===== src/rtl/controle_operacional.sv =====
// controle_operacional: IDLE/LOAD/EXEC/DONE sequencer driving selA/wrA/wrB/aluOp of the register/ALU datapath, with busy/done status
module controle_operacional #(
  parameter int CNT_W = 4
) (
  input  logic             clk,
  input  logic             reset,
  input  logic             start,
  input  logic [1:0]       op,
  input  logic [CNT_W-1:0] count,
  input  logic             abort,
  output logic             selA,
  output logic             wrA,
  output logic             wrB,
  output logic [1:0]       aluOp,
  output logic             busy,
  output logic             done
);
  localparam logic [1:0] IDLE = 2'd0, LOAD = 2'd1, EXEC = 2'd2, DONE = 2'd3;
  logic [1:0] state, nxt;
  logic [1:0] op_q;
  logic [CNT_W-1:0] cnt_q;
  always_comb begin
    nxt = state == IDLE ? (start ? LOAD : IDLE)
        : state == LOAD ? (abort ? IDLE : cnt_q == '0 ? DONE : EXEC)
        : state == EXEC ? (abort ? IDLE : cnt_q <= CNT_W'(1) ? DONE : EXEC)
        : IDLE;
  end
  always_ff @(posedge clk) begin
    if (reset) begin
      state <= IDLE;
      op_q  <= '0;
      cnt_q <= '0;
    end else begin
      state <= nxt;
      if (state == IDLE && start) begin
        op_q  <= op;
        cnt_q <= count;
      end else if (state == EXEC && cnt_q != '0) begin
        cnt_q <= cnt_q - CNT_W'(1);
      end
    end
  end
  assign selA  = state == LOAD;
  assign wrA   = state == LOAD || state == EXEC;
  assign wrB   = state == LOAD;
  assign busy  = state == LOAD || state == EXEC;
  assign done  = state == DONE;
  assign aluOp = state == IDLE ? 2'b00 : op_q;
endmodule

===== config.mk =====
export PLATFORM = sky130hd
export DESIGN_NAME = controle_operacional
export DESIGN_NICKNAME = d
export VERILOG_FILES = /design/src/rtl/controle_operacional.sv
export SDC_FILE = /design/constraint.sdc
export NUM_CORES = 1
export LEC_CHECK = 0
export ABC_AREA = 0
export CAP_MARGIN = 0
export CORE_AREA = 2 2 40 42
export DETAILED_ROUTE_END_ITERATION = 8
export DIE_AREA = 0 0 42 44
export HOLD_SLACK_MARGIN = 0.08
export PLACE_DENSITY = 0.77
export SLEW_MARGIN = 5
export SYNTH_ARGS = -nofsm -noshare
export SYNTH_HDL_FRONTEND = slang
export SYNTH_SLANG_ARGS = --single-unit
export TNS_END_PERCENT = 20

===== constraint.sdc =====
create_clock -name clk -period 1.6 [get_ports clk]
set_clock_uncertainty 0.1 [all_clocks]
set_input_delay 0.24 -clock clk [delete_from_list [all_inputs] [get_ports clk]]
set_output_delay 0.24 -clock clk [all_outputs]
set_load 0.01 [all_outputs]

==> impl_results.md <==
- FF+latch count, synth: 8
- Clock Latency Late Sink: around 0.26 ns
- Final Hold Viols: 0
- Area delta synth->final: 55.1%
- Worst Hold Class: reg2reg
- Compound-Gate Fraction of Synth Area: between 10% and 20%
- Tot Pwr: 0.532 mW
- Worst reg2reg startpoint: cnt_q[0]
- Register area share after synthesis: between 30% and 40%
- Vias per std cell: just under 5
- Multiplexer share of the synthesized area: 1.96%
- # IOs: 17
- Commonest non-fill, non-tap cell in the layout: buf_4
- Setup TNS: 0 ns
- Cell variety after synth: 27
- Placeable Area: about 1400 µm²
- Maximum root-to-sink buffer count: 2
- Clock transition at path regs: approximately 0.060 ns
- Post-synth EDFFs: 0
- CP startpoint: state[0]
- CP arrival: roughly 1.2 ns
- Synth top area cells: dfxtp_1 31%, ha_1 15%, nor2_1 5.1%
- Cts bufs inserted: 3
- PD cells: between 600 and 700 nW/µm²
- Postcts setup bufs: 0
- Post-Syn Nets: 74
- CTS Sinks: 8
- Startpoint Class: flop
- Yosys warns: 0
- Hold WS: 0.347 ns
- Required time worst endpoint: roughly 1.3 ns
- Worst-margin pin slew: 0.328 ns
- Clock Tree Root: clkbuf_4
- Via count: 494
- # Max-Cap Violations: 0
- Setup Viol. Count Final: 0
- Gate Count Post-Synth: 58
- Setup CP Type: reg2out
- Detailed Route Iter0 Violations: 7
- Worst R2R Path Depth: 5
- Die Ht: around 44 µm
- Simple logic cell fraction of the synthesized area: ~30%
- F_max: approximately 640 MHz
- Number of global-route vias before repair: 472
- Initial antenna violation count: 0
- Largest family of logic cells by synthesized area: simple AND/OR/NAND/NOR gates
- Synth top area share: about a third
- RD Place Congestion: about 0.81
- Gr usage total: 13.5%
- First-pass GRT wire length: 1.88 mm
- Post-Synth Adder-Cell Area: 14.7%
- Hold path start: op_q[0]
- Synthesized area per cell: 8.80 µm²
- DRC Markers: 0
- Unrepaired setup endpoints after global routing: true
- Peak VDD IR: 663 µV
- Status: completed
- Total Nets Final: ~100
- CTS tree: built
- CTS H-tree lvls: 1
- Yosys top cell by area: dfxtp_1
- Fin. max-slew vios: 0
- DIE WIDTH: 42 µm
- Async S/R FF share, synth: 0%
- CP endpoint kind: output pin
- HPWL Detailed: 878 µm
- Die ar.: ~1800 µm²
- Post-DRT Antenna Nets: 0
- Mapped Area: 510 µm²
- Row cnt: 14
- Hold depth: 2
- WL final: ~1.0 mm
- GR Overflow Total: 0
- Slew HR: around 80%
- I/O Buffers: 16
- Ys flop type: dfxtp_1
- Initial DRT Pass Iterations: 3
- Largest net degree at the start of global routing: 7
- Layout cells sized above 1: approximately a third
- Post-Synth XOR/XNOR Area: 0%
- Commonest cells after routing, fill and taps aside: 13 x buf_4, 9 x clkdlybuf4s50_1, 8 x dfxtp_1
- Crit Path Max Fanout: 2
- Tmin final: about 1.6 ns
- Drt wl/cell: 10.3 µm
- Antenna diodes: 0
- P_leak: ~0.35 nW
- Initial Util: about 36%
- Final period utilization: between 90% and 100%
## critical path, stage by stage (launching register included)
cell and delay (ns):
dfxtp_1 0.33, inv_1 0.06, ha_2 0.31, dlygate4sd2_1 0.26
## final timing paths
| check | slack [ns] | end |
|---|---|---|
| max reg2reg | 0.06 | cnt_q[1] |
| min | 0.35 | op_q[0] |
| max | 0.05 | busy |
| min reg2reg | 0.35 | op_q[0] |
## state kept, by name, summed over array words and instances (netlist names)
signal  count
cnt_q       4
op_q        2
state       2
## metal layers
| metal | track usage [%] | part of all wire [%] | vias up |
|---|---|---|---|
| met5 | 0 | 0 | - |
| met4 | 5.81 | 0.95 | 0 |
| met3 | 3.75 | 6.3 | 2 |
| met2 | 24.1 | 49 | 14 |
| met1 | 15.0 | 44 | 218 |
| li1 | - | - | 260 |
## cell families after synthesis
family          count (synthesis)
simple gates                   25
compound gates                  9
buf+inv                         9
flops                           8
fa+ha+maj                       6
mux                             1
## repair_timing
item,4_1_cts,5_1_grt
pin swaps,0,1
hold buffers,0,0
setup endpoints to repair,7,6
gates resized for setup,9,7
## through the flow
stage	cell area [µm²]	instances	worst slack [ns]	util, %
3_5_place_dp	764	99	-0.0102	53.9
3_3_place_gp	764	99	0.0263	53.9
4_1_cts	781	102	0.00423	55.0
5_1_grt	792	102	-0.0103	55.8
2_1_floorplan	510	58	0.00388	-
6_report	792	102	0.0455	55.8
## cells in the mapped netlist, drive strengths merged (2+ instances only)
cell	count
nand2	5
nand3	2
inv	5
ha	6
nor2b	3
buf	3
a21oi	2
nor2	7
nor4	2
dfxtp	8
## area by class of cell
cell class / instances / area [µm²]
timing repair buffer: 29 / 241
inverter: 5 / 18.8
multi-input combinational: 41 / 329
tap: 16 / 20.0
fill: 140 / 627
clock buffer: 3 / 22.5
sequential: 8 / 160
## report_power, final
group	total, mW	internal, mW	leakage, nW	switching (mW)
Clock	0.161	0.0863	0.0138	0.0748
Sequential	0.221	0.212	0.0659	0.00894
Combinational	0.150	0.0862	0.266	0.0639
Total	0.532	0.385	0.346	0.148
(Power assumes the default switching activity.)
